### src/rtl/mem_port_arbiter.sv
// mem_port_arbiter
//   Shares one single-port synchronous memory between instruction fetch and
//   the load/store data path. One access is in flight at a time; each grant
//   runs IDLE -> ISSUE -> (WAIT) -> RESP and returns to IDLE. Read data is
//   routed back to whichever requester was granted, and stall holds the PC /
//   regfile write while anything is outstanding.
//
// Ports
//   clk, rst            rising-edge clock, synchronous active-high reset
//   if_req/if_addr      fetch request (held until if_valid) and address
//   if_rdata/if_valid   fetched word and its one-cycle completion pulse
//   d_req/d_we          data request (held until d_done), 1 = store
//   d_addr/d_wdata      data address and store data
//   d_rdata/d_done      load data and one-cycle completion pulse
//   mem_en/mem_we       memory strobe (one cycle per access) and write enable
//   mem_addr/mem_wdata  memory address and write data, latched at grant
//   mem_rdata           memory read data, valid MEM_LAT cycles after mem_en
//   stall               combinational pipeline hold
//
// Parameters
//   ADDR_W, DATA_W      address / data widths
//   MEM_LAT             cycles from the mem_en cycle to valid mem_rdata (1..8)

module mem_port_arbiter #(
  parameter int unsigned ADDR_W  = 32,
  parameter int unsigned DATA_W  = 32,
  parameter int unsigned MEM_LAT = 1
) (
  input  logic              clk,
  input  logic              rst,
  input  logic              if_req,
  input  logic [ADDR_W-1:0] if_addr,
  output logic [DATA_W-1:0] if_rdata,
  output logic              if_valid,
  input  logic              d_req,
  input  logic              d_we,
  input  logic [ADDR_W-1:0] d_addr,
  input  logic [DATA_W-1:0] d_wdata,
  output logic [DATA_W-1:0] d_rdata,
  output logic              d_done,
  output logic              mem_en,
  output logic              mem_we,
  output logic [ADDR_W-1:0] mem_addr,
  output logic [DATA_W-1:0] mem_wdata,
  input  logic [DATA_W-1:0] mem_rdata,
  output logic              stall
);

  // Counter holds at most MEM_LAT-1 = 7.
  localparam int unsigned CNT_W = 4;
  localparam logic [CNT_W-1:0] CNT_LOAD = CNT_W'(MEM_LAT - 1);
  localparam bit MULTI_CYCLE = (MEM_LAT > 1);

  typedef enum logic [1:0] {
    ST_IDLE  = 2'd0,
    ST_ISSUE = 2'd1,
    ST_WAIT  = 2'd2,
    ST_RESP  = 2'd3
  } state_t;

  state_t state_q, state_d;

  // last_grant_q doubles as the grant id of the access in flight:
  // it is written only at a grant, so during ISSUE/WAIT/RESP it names the
  // current owner, and back in IDLE it names the previous one.
  logic             last_grant_q, last_grant_d;   // 1 = data, 0 = fetch
  logic             store_q, store_d;             // in-flight access is a store
  logic [CNT_W-1:0] cnt_q, cnt_d;

  logic              mem_en_d, mem_we_d;
  logic [ADDR_W-1:0] mem_addr_d;
  logic [DATA_W-1:0] mem_wdata_d;
  logic [DATA_W-1:0] if_rdata_d, d_rdata_d;
  logic              if_valid_d, d_done_d;

  logic grant_c;
  logic grant_data_c;

  // Arbitration: data first, except fetch wins right after a data grant.
  // Blocked while a response pulses so a still-held request is not re-granted.
  always_comb begin
    grant_c      = (if_req | d_req) & ~if_valid & ~d_done;
    grant_data_c = d_req & ~(if_req & last_grant_q);
  end

  // State register.
  always_ff @(posedge clk) begin
    if (rst) begin
      state_q <= ST_IDLE;
    end else begin
      state_q <= state_d;
    end
  end

  // Next-state logic.
  always_comb begin
    state_d = state_q;
    unique case (state_q)
      ST_IDLE: begin
        if (grant_c) state_d = ST_ISSUE;
      end
      ST_ISSUE: begin
        state_d = MULTI_CYCLE ? ST_WAIT : ST_RESP;
      end
      ST_WAIT: begin
        // Counter reads 0 in the RESP cycle, so leave when it is about to.
        if (cnt_q == CNT_W'(1)) state_d = ST_RESP;
      end
      ST_RESP: begin
        state_d = ST_IDLE;
      end
      default: state_d = ST_IDLE;
    endcase
  end

  // Output / datapath next values.
  always_comb begin
    mem_en_d     = 1'b0;
    mem_we_d     = 1'b0;
    mem_addr_d   = mem_addr;
    mem_wdata_d  = mem_wdata;
    if_rdata_d   = if_rdata;
    d_rdata_d    = d_rdata;
    if_valid_d   = 1'b0;
    d_done_d     = 1'b0;
    last_grant_d = last_grant_q;
    store_d      = store_q;
    cnt_d        = cnt_q;

    unique case (state_q)
      ST_IDLE: begin
        if (grant_c) begin
          // mem_en is registered, so setting it here makes it high in ISSUE.
          mem_en_d     = 1'b1;
          last_grant_d = grant_data_c;
          if (grant_data_c) begin
            mem_we_d    = d_we;
            store_d     = d_we;
            mem_addr_d  = d_addr;
            mem_wdata_d = d_wdata;
          end else begin
            store_d    = 1'b0;
            mem_addr_d = if_addr;
          end
        end
      end
      ST_ISSUE: begin
        cnt_d = CNT_LOAD;
      end
      ST_WAIT: begin
        cnt_d = cnt_q - CNT_W'(1);
      end
      ST_RESP: begin
        // mem_rdata is valid this cycle; the pulse follows one cycle later.
        if (last_grant_q) begin
          d_done_d = 1'b1;
          if (!store_q) d_rdata_d = mem_rdata;
        end else begin
          if_valid_d = 1'b1;
          if_rdata_d = mem_rdata;
        end
      end
      default: ;
    endcase
  end

  // Registered outputs and bookkeeping.
  always_ff @(posedge clk) begin
    if (rst) begin
      mem_en       <= 1'b0;
      mem_we       <= 1'b0;
      mem_addr     <= '0;
      mem_wdata    <= '0;
      if_rdata     <= '0;
      d_rdata      <= '0;
      if_valid     <= 1'b0;
      d_done       <= 1'b0;
      last_grant_q <= 1'b0;
      store_q      <= 1'b0;
      cnt_q        <= '0;
    end else begin
      mem_en       <= mem_en_d;
      mem_we       <= mem_we_d;
      mem_addr     <= mem_addr_d;
      mem_wdata    <= mem_wdata_d;
      if_rdata     <= if_rdata_d;
      d_rdata      <= d_rdata_d;
      if_valid     <= if_valid_d;
      d_done       <= d_done_d;
      last_grant_q <= last_grant_d;
      store_q      <= store_d;
      cnt_q        <= cnt_d;
    end
  end

  // Hold while busy, or while a request waits that is not completing now.
  assign stall = (state_q != ST_IDLE) | ((if_req | d_req) & ~if_valid & ~d_done);

endmodule

### config.mk
export PLATFORM = sky130hd
export DESIGN_NAME = mem_port_arbiter
export DESIGN_NICKNAME = d
export VERILOG_FILES = /design/src/rtl/mem_port_arbiter.sv
export SDC_FILE = /design/constraint.sdc
export NUM_CORES = 1
export LEC_CHECK = 0
export CAP_MARGIN = 20
export CORE_ASPECT_RATIO = 0.75
export CORE_MARGIN = 2
export CORE_UTILIZATION = 44
export CTS_CLUSTER_SIZE = 8
export DETAILED_ROUTE_END_ITERATION = 7
export HOLD_SLACK_MARGIN = 0.1
export PLACE_DENSITY_LB_ADDON = 0.25
export SLEW_MARGIN = 10
export SYNTH_ARGS = -nofsm -noshare
export SYNTH_HDL_FRONTEND = slang
export SYNTH_SLANG_ARGS = --single-unit
### constraint.sdc
create_clock -name clk -period 4.1 [get_ports clk]
set_input_delay 0.82 -clock clk [delete_from_list [all_inputs] [get_ports clk]]
set_output_delay 0.82 -clock clk [all_outputs]
set_load 0.02 [all_outputs]
==> flow_summary.ini, run 1 <==
[route]
num_vias = 5494
route.met3.wl_um = 1370
via_per_inst = 5.04
drt_wl_total_um = 16900
drt_iter0_drc = 229
drc = 0
drtAntennaViolNets = 0
wirelength_met1_um = 6670
wl_per_cell_um = 15.5
wl_met2_um = 8420
highest_layer = met4
drt_first_pass_iters = 4

[critical_path]
worst-path-stages = 4
critPathMaxFanout = 3
critical_path.slowest_cell = clkdlybuf4s50_1
max_stage_delay_ps = 670
crit_path_end_kind = primary output
crit-reg2reg-launch = state_q[1]
path_common_cell = clkdlybuf4s50_1
cp.required_ps = 3280
start_kind = input port
r2r_setup_slack_ps = 2100
r2r-end = d_rdata[21]
crit_path_start = if_req
path_delay_family = buffers and inverters
critPathArrivalTime_ps = 2380
endpoint = stall
worst-path-buf-inv = 2
crit_chain = clkdlybuf4s50_1 -> nor2_1 -> o31ai_2 -> clkdlybuf4s50_1
setup.worst_path.class = in2out
rr_worst_depth = 6

[layout]
diodes = 0
mostFrequentLayoutCells = clkdlybuf4s50_1 (264), nand2_1 (233), dfxtp_1 (140), a21oi_1 (133), nor2_1 (46)
final_area_sq_mm = 0.00875
seq_area_sq_mm = 0.00280
final_common_cell = clkdlybuf4s50_1
drive_above_1_share_pct = 8.12
fill_cells = 932
syn_to_final_growth_pct = 62.1
fin_nets = 1049
multiInputGateArea_sq_mm = 0.00232

[sta]
slew_headroom_pct = 44.0
worst_pin_slew_ps = 840
setup_viol = 0
slew_violations = 0
rsz0062_at_grt = false
hold_violations = 0
min_period_ps = 3200
max_freq_mhz = 313
whs_ps = 453
period_share_pct = 78.0
final.setup.tns_ps = 0
skew_ps = 11.3

[logic_synthesis]
yosys.area.top_type = dfxtp_1
syn-cell-area_sq_mm = 0.00540
postSynthAreaPerCell_sq_um = 8.08
seq_area_frac_synth_pct = 51.9
postSynthNetCount = 806
synth_top_area_share_pct = 51.9
synth.distinct_cells = 29
ys_seq_elements = 140
syn_inst = 668
yosys-top-cells-area = dfxtp_1 (52%), nand2_1 (16%), a21oi_1 (12%)
synth_warnings = 0

[clocking]
path_clk_slew_ps = 60
cts.sinks = 140
ctsHoldBuffers = 0
tritoncts = done
clock_latency_ps = 410
cts_buffers = 17
postCtsSetupBuffers = 0
clockBufferDepth = 2
cts_resized = 0
h-tree-depth = 4
clockRootBuffer = clkbuf_16

[floorplan]
start_util_pct = 44.5
design.core.area_sq_mm = 0.0121
fp.dieW_um = 132
die_y_um = 99.9
row_count = 35
dieArea_sq_mm = 0.0132
io_pins = 266

[power]
peakVddDrop_uv = 351
power.leakage_uw = 0.00315
power.density_mw_per_mm2 = 591
finalPower_uw = 5170

[outcome]
status = completed

[global_routing]
grt_usage_pct = 25.2
grt_max_degree = 76
first_global_vias = 5501
grt_pass1_wl_um = 26800
antenna_found_initial = 0
grt-ovfl-total = 0

[place]
portBuffers = 265
hpwlAfterDp_um = 11800
place_area_sq_mm = 0.00806
gp_congestion = 0.798

[job]
cap_violations = 0

[worst_hold_path]
hold_class = reg2reg
min_path_cells = 2
-- registers in the layout, indices dropped and copies added (netlist names) --
signal        flops
mem_addr         32
cnt_q             4
if_rdata         32
mem_wdata        32
if_valid          1
mem_en            1
mem_we            1
d_rdata          32
store_q           1
d_done            1
last_grant_q      1
state_q           2
-- cells in the mapped netlist --
| cell | n |
|---|---|
| nand3b_2 | 1 |
| a311oi_1 | 1 |
| buf_1 | 7 |
| or2_1 | 1 |
| a21boi_4 | 1 |
| nand3_1 | 3 |
| a211oi_2 | 26 |
| nand2_1 | 233 |
| dfxtp_1 | 140 |
| nor2_1 | 47 |
| clkbuf_1 | 13 |
| inv_1 | 6 |
| buf_2 | 24 |
| mux2_1 | 1 |
| and3_1 | 2 |
| a21boi_2 | 1 |
| mux2i_1 | 1 |
| nand2b_1 | 3 |
| o31ai_2 | 1 |
| nor2b_1 | 1 |
| o21ai_0 | 2 |
| buf_4 | 4 |
| buf_6 | 3 |
| and3b_1 | 1 |
| nor3b_1 | 1 |
| nor3_1 | 1 |
| a211oi_1 | 5 |
| ha_1 | 5 |
| a21oi_1 | 133 |
-- cell families (layout without fill, tap and decap cells) --
logic type      Yosys count  in the layout  share of synthesized area [%]
compound gates          170            170                           20.2
buf+inv                  57            313                           5.21
mux                       2              2                          0.394
simple gates            294            294                           21.2
fa+ha+maj                 5              5                           1.16
flops                   140            140                           51.9
-- report_power, final --
group	total (uW)	switching [uW]	internal, uW
Clock	1670	585	1080
Combinational	1780	1000	777
Sequential	1730	130	1600
-- worst reg2reg max path, delay by kind of cell, from the launching register on --
kind | cells | cell delay [ps]
adders and majority gates | 1 | 250
buffers and inverters | 1 | 360
DFF | 1 | 380
and+or+nand+nor | 3 | 790
AOI/OAI and AO/OA | 1 | 160
-- stage by stage --
stage / util [%] / setup slack [ps] / cells
after floorplan: - / 2020 / 668
after global placement: 66.5 / 920 / 1056
after detailed placement: 66.5 / 909 / 1056
after CTS: 71.8 / 876 / 1088
after global routing: 72.2 / 822 / 1090
final: 72.2 / 902 / 1090
-- layout make-up --
type	instances	share of cell area [%]
inverter	6	0.257
timing repair buffer	275	31.4
tap	166	2.37
sequential	140	32.0
clock inverter	14	2.47
multi-input combinational	471	26.5
clock buffer	18	4.90
-- per-layer routing --
layer,vias to the layer above,GRT usage [%]
met3,32,8.89
met4,0,10.5
met1,2573,27.6
met5,-,0
met2,210,45.0
li1,2679,-
-- how the worst min path moves through the flow --
stage            startpoint           end  slack, ps
2_1_floorplan       store_q       store_q        440
3_3_place_gp    d_rdata[31]   d_rdata[31]        440
3_5_place_dp   if_rdata[10]  if_rdata[10]        450
4_1_cts        if_rdata[10]  if_rdata[10]        450
5_1_grt         if_rdata[7]   if_rdata[7]        460
6_report       if_rdata[10]  if_rdata[10]        450
(Power assumes the default switching activity.)
==> run 2: changes to the inputs <==
--- a/config.mk
+++ b/config.mk
@@ -8,7 +8,7 @@
 export CAP_MARGIN = 20
 export CORE_ASPECT_RATIO = 0.75
 export CORE_MARGIN = 2
-export CORE_UTILIZATION = 44
+export CORE_UTILIZATION = 36
 export CTS_CLUSTER_SIZE = 8
 export DETAILED_ROUTE_END_ITERATION = 7
 export HOLD_SLACK_MARGIN = 0.1
==> constraint.sdc (replaced) <==
create_clock -name clk -period 2.8 [get_ports clk]
set_input_delay 0.56 -clock clk [delete_from_list [all_inputs] [get_ports clk]]
set_output_delay 0.56 -clock clk [all_outputs]
set_load 0.02 [all_outputs]
==> flow_summary.ini, run 2 (synthesis gave the netlist of run 1 again) <==
[outcome]
status = completed

[critical_path]
r2r_setup_slack_ps = 1080
path_delay_family = buffers and inverters
rr_worst_depth = 6
max_stage_delay_ps = 660
critPathArrivalTime_ps = 2020
path_common_cell = clkdlybuf4s50_1
r2r-end = d_rdata[1]
worst-path-buf-inv = 2
critical_path.slowest_cell = clkdlybuf4s50_1
critPathMaxFanout = 3
cp.required_ps = 2240
crit_path_end_kind = primary output
setup.worst_path.class = in2out
crit_chain = clkdlybuf4s50_1 -> nor2_1 -> o31ai_2 -> clkdlybuf4s50_1
start_kind = input port
crit-reg2reg-launch = state_q[1]

[sta]
worst_pin_slew_ps = 599
setup_viol = 0
hold_violations = 0
whs_ps = 451
rsz0062_at_grt = false
slew_violations = 0
period_share_pct = 92.0
slew_headroom_pct = 60.1
fin_ws_ps = 224
final.setup.tns_ps = 0
min_period_ps = 2580
skew_ps = 7.79
max_freq_mhz = 388

[layout]
diodes = 0
mostFrequentLayoutCells = clkdlybuf4s50_1 (264), nand2_1 (233), dfxtp_1 (140), a21oi_1 (133), nor2_1 (46)
final_area_sq_mm = 0.00878
drive_above_1_share_pct = 8.71
fin_nets = 1055
syn_to_final_growth_pct = 62.5
final_util_pct = 60.3
final_common_cell = clkdlybuf4s50_1

[clocking]
postCtsSetupBuffers = 0
h-tree-depth = 4
cts_resized = 0
ctsHoldBuffers = 0
clockRootBuffer = clkbuf_16
clock_latency_ps = 410
path_clk_slew_ps = 60
cts.sinks = 140
cts_buffers = 17
tritoncts = done
clockBufferDepth = 2

[floorplan]
row_count = 38
start_util_pct = 37.1
die_y_um = 110
design.core.area_sq_mm = 0.0145
fp.dieW_um = 145
io_pins = 266
dieArea_sq_mm = 0.0160

[power]
power.density_mw_per_mm2 = 829
power.leakage_uw = 0.00314
peakVddDrop_uv = 461

[place]
gp_congestion = 0.772
portBuffers = 265
place_ws_ps = 225
hpwlAfterDp_um = 11400
place_area_sq_mm = 0.00822

[global_routing]
antenna_found_initial = 0
use_met1_pct = 24.3
use_met2_pct = 34.7
first_global_vias = 5112
grt_usage_pct = 20.8
busiest_layer = met2
grt_max_degree = 43
grt_pass1_wl_um = 26300
met3_usage_pct = 9.05
grt-ovfl-total = 0

[route]
drt_wl_total_um = 16700
wl_per_cell_um = 14.8
drt_iter0_drc = 190
drc = 0
drtAntennaViolNets = 0
via_per_inst = 4.70
drt_first_pass_iters = 4
num_vias = 5309

[job]
cap_violations = 0

[worst_hold_path]
hold_class = reg2reg
hold_end = mem_wdata[13]
min_path_cells = 2
hp-start = mem_wdata[13]
## run 2: changes by cell type in the layout (fill, tap and decap cells not counted)
cell / delta
bufinv_16: -4
clkinv_4: -1
and3_2: -1
and3_1: +1
clkbuf_8: +1
clkinvlp_4: +3
buf_4: +4
clkbuf_1: -1
clkinv_2: +2
buf_12: +4
buf_8: -1
buf_16: -1
## run 2: how the worst max path moves through the flow
stage          startpoint         end  slack [ps]  cells past startpoint
5_1_grt             d_req       stall         170                      4
2_1_floorplan      if_req  state_q[0]        1080                      4
6_report            d_req       stall         220                      4
4_1_cts             d_req       stall         220                      4
3_3_place_gp        d_req       stall         250                      4
3_5_place_dp        d_req       stall         230                      4
## run 2: metal layers
| metal | part of all wire [%] | vias to the layer above |
|---|---|---|
| met5 | 0 | - |
| met4 | 1.3 | 0 |
| met3 | 9.7 | 16 |
| met2 | 46 | 174 |
| met1 | 43 | 2432 |
| li1 | - | 2687 |
## run 2: per-stage QoR
stage	total power, uW	std cells
floorplan	4120	668
global placement	5180	1098
detailed placement	5210	1098
CTS	7350	1130
global route	7690	1130
finish	7270	1130
## run 2: power by group
group | total, uW | switching, uW | leakage [uW] | internal [uW]
Clock | 2120 | 881 | 0.000268 | 1240
Sequential | 2520 | 182 | 0.00114 | 2340
Combinational | 2630 | 1460 | 0.00173 | 1170
Total | 7270 | 2520 | 0.00314 | 4760
## run 2: final cells by class
type / instances / area (sq um)
clock buffer: 18 / 439
inverter: 6 / 22.5
fill: 1349 / 5770
sequential: 140 / 2800
multi-input combinational: 471 / 2320
clock inverter: 14 / 120
tap: 200 / 250
timing repair buffer: 281 / 2820
## run 2: tightest hold or removal path, stage by stage, from the launching register on
cell     delay (ps)
dfxtp_1         300
nand2_1          50
a21oi_1          50
==> run 3: changes to the inputs <==
--- a/config.mk
+++ b/config.mk
@@ -6,9 +6,10 @@
 export NUM_CORES = 1
 export LEC_CHECK = 0
 export CAP_MARGIN = 20
-export CORE_ASPECT_RATIO = 0.75
+export CORE_ASPECT_RATIO = 1.25
 export CORE_MARGIN = 2
-export CORE_UTILIZATION = 36
+export CORE_UTILIZATION = 38
+export CTS_BUF_LIST = sky130_fd_sc_hd__clkbuf_8
 export CTS_CLUSTER_SIZE = 8
 export DETAILED_ROUTE_END_ITERATION = 7
 export HOLD_SLACK_MARGIN = 0.1
==> flow_summary.ini, run 3 (synthesis gave the netlist of run 1 again) <==
[outcome]
status = completed

[layout]
mostFrequentLayoutCells = clkdlybuf4s50_1 (264), nand2_1 (233), dfxtp_1 (140), a21oi_1 (133), nor2_1 (46)
syn_to_final_growth_pct = 59.0
final_common_cell = clkdlybuf4s50_1
seq_area_sq_mm = 0.00280
fill_cells = 1220
diodes = 0
final_util_pct = 61.9
multiInputGateArea_sq_mm = 0.00232
fin_nets = 1054
drive_above_1_share_pct = 8.50

[job]
cap_violations = 0

[critical_path]
start_kind = input port
worst-path-buf-inv = 2
crit-reg2reg-launch = state_q[1]
crit_path_end_kind = primary output
crit_chain = clkdlybuf4s50_1 -> nor2_1 -> o31ai_2 -> clkdlybuf4s50_1
path_delay_family = buffers and inverters
critPathArrivalTime_ps = 2030
rr_worst_depth = 6
r2r_setup_slack_ps = 1240
critical_path.slowest_cell = clkdlybuf4s50_1
max_stage_delay_ps = 670
path_common_cell = clkdlybuf4s50_1
cp.required_ps = 2240
critPathMaxFanout = 3
setup.worst_path.class = in2out
r2r-end = d_rdata[11]

[power]
combPwrFrac_pct = 38.3
p_int_uw = 4450
switching_power_uw = 2390
peakVddDrop_uv = 471
seqPwrFrac_pct = 36.8
power.density_mw_per_mm2 = 796
pwr-share-clk_pct = 24.9
p_sw_share_pct = 34.9
power.leakage_uw = 0.00308

[global_routing]
antenna_found_initial = 0
grt-ovfl-total = 0
grt_max_degree = 57
grt_pass1_wl_um = 25000
grt_usage_pct = 20.3
first_global_vias = 4985

[sta]
skew_ps = 10.9
final.setup.tns_ps = 0
hold_violations = 0
min_period_ps = 2590
worst_pin_slew_ps = 681
slew_headroom_pct = 54.6
max_freq_mhz = 386
setup_viol = 0
period_share_pct = 92.5
rsz0062_at_grt = false
slew_violations = 0

[worst_hold_path]
hold_end = if_rdata[27]
hold_class = reg2reg
min_path_cells = 2
hp-start = if_rdata[27]

[clocking]
clock_latency_ps = 430
cts_buffers = 17
cts_resized = 0
cts.sinks = 140
clockBufferDepth = 2
clockRootBuffer = clkbuf_8
tritoncts = done
path_clk_slew_ps = 70
h-tree-depth = 4
ctsHoldBuffers = 0
postCtsSetupBuffers = 0

[route]
wirelength_met1_um = 6550
via_per_inst = 4.80
wl_per_cell_um = 14.5
drt_first_pass_iters = 4
route.met3.wl_um = 1290
drtAntennaViolNets = 0
wl_met2_um = 7830
drc = 0
num_vias = 5297
highest_layer = met4
drt_iter0_drc = 346
drt_wl_total_um = 16000

[place]
gp_congestion = 0.780
hpwlAfterDp_um = 11100
portBuffers = 265

[floorplan]
io_pins = 266
fp.dieW_um = 111
die_y_um = 137
row_count = 48
design.core.area_sq_mm = 0.0139
start_util_pct = 38.9
dieArea_sq_mm = 0.0152
## run 3: worst max path at each step
stage          slack, ps  cells past startpoint   start    endpoint
2_1_floorplan       1080                      4  if_req  state_q[0]
4_1_cts              210                      4   d_req       stall
6_report             210                      4   d_req       stall
5_1_grt              130                      4   d_req       stall
3_3_place_gp         240                      4   d_req       stall
3_5_place_dp         220                      4   d_req       stall
## run 3: routing by layer
| layer | vias to the layer above | global-route usage [%] |
|---|---|---|
| met2 | 194 | 34.5 |
| li1 | 2679 | - |
| met4 | 0 | 8.19 |
| met1 | 2396 | 23.4 |
| met3 | 28 | 7.39 |
| met5 | - | 0 |
## run 3: area by class of cell
| class | instances | area share [%] |
|---|---|---|
| clock buffer | 20 | 3.21 |
| clock inverter | 12 | 1.69 |
| inverter | 6 | 0.262 |
| multi-input combinational | 471 | 27.0 |
| sequential | 140 | 32.6 |
| tap | 175 | 2.55 |
| timing repair buffer | 280 | 32.6 |
## run 3: stage by stage
stage | setup WS, ps | total power (uW) | hold slack (ps) | instances | area, sq um
3_3_place_gp | 235 | 5160 | 441 | 1072 | 8170
5_1_grt | 128 | 7210 | 468 | 1104 | 8590
4_1_cts | 209 | 6920 | 456 | 1104 | 8590
3_5_place_dp | 216 | 5200 | 446 | 1072 | 8170
2_1_floorplan | 1080 | 4120 | 445 | 668 | 5400
6_report | 209 | 6840 | 454 | 1104 | 8590
## run 3: power by group through the flow
stage	Sequential, uW	Combinational [uW]	Clock, uW
global route	2560	2820	1830
global placement	2540	2610	0
finish	2510	2620	1700
floorplan	2940	1180	0
CTS	2520	2650	1750
detailed placement	2560	2640	0
## run 3: worst register-to-register path, stage by stage, from the launching register on
cell     delay, ps
dfxtp_1        380
ha_1           250
nand2_1        130
or2_1          240
buf_4          240
nand2_1        110
a21oi_1         70
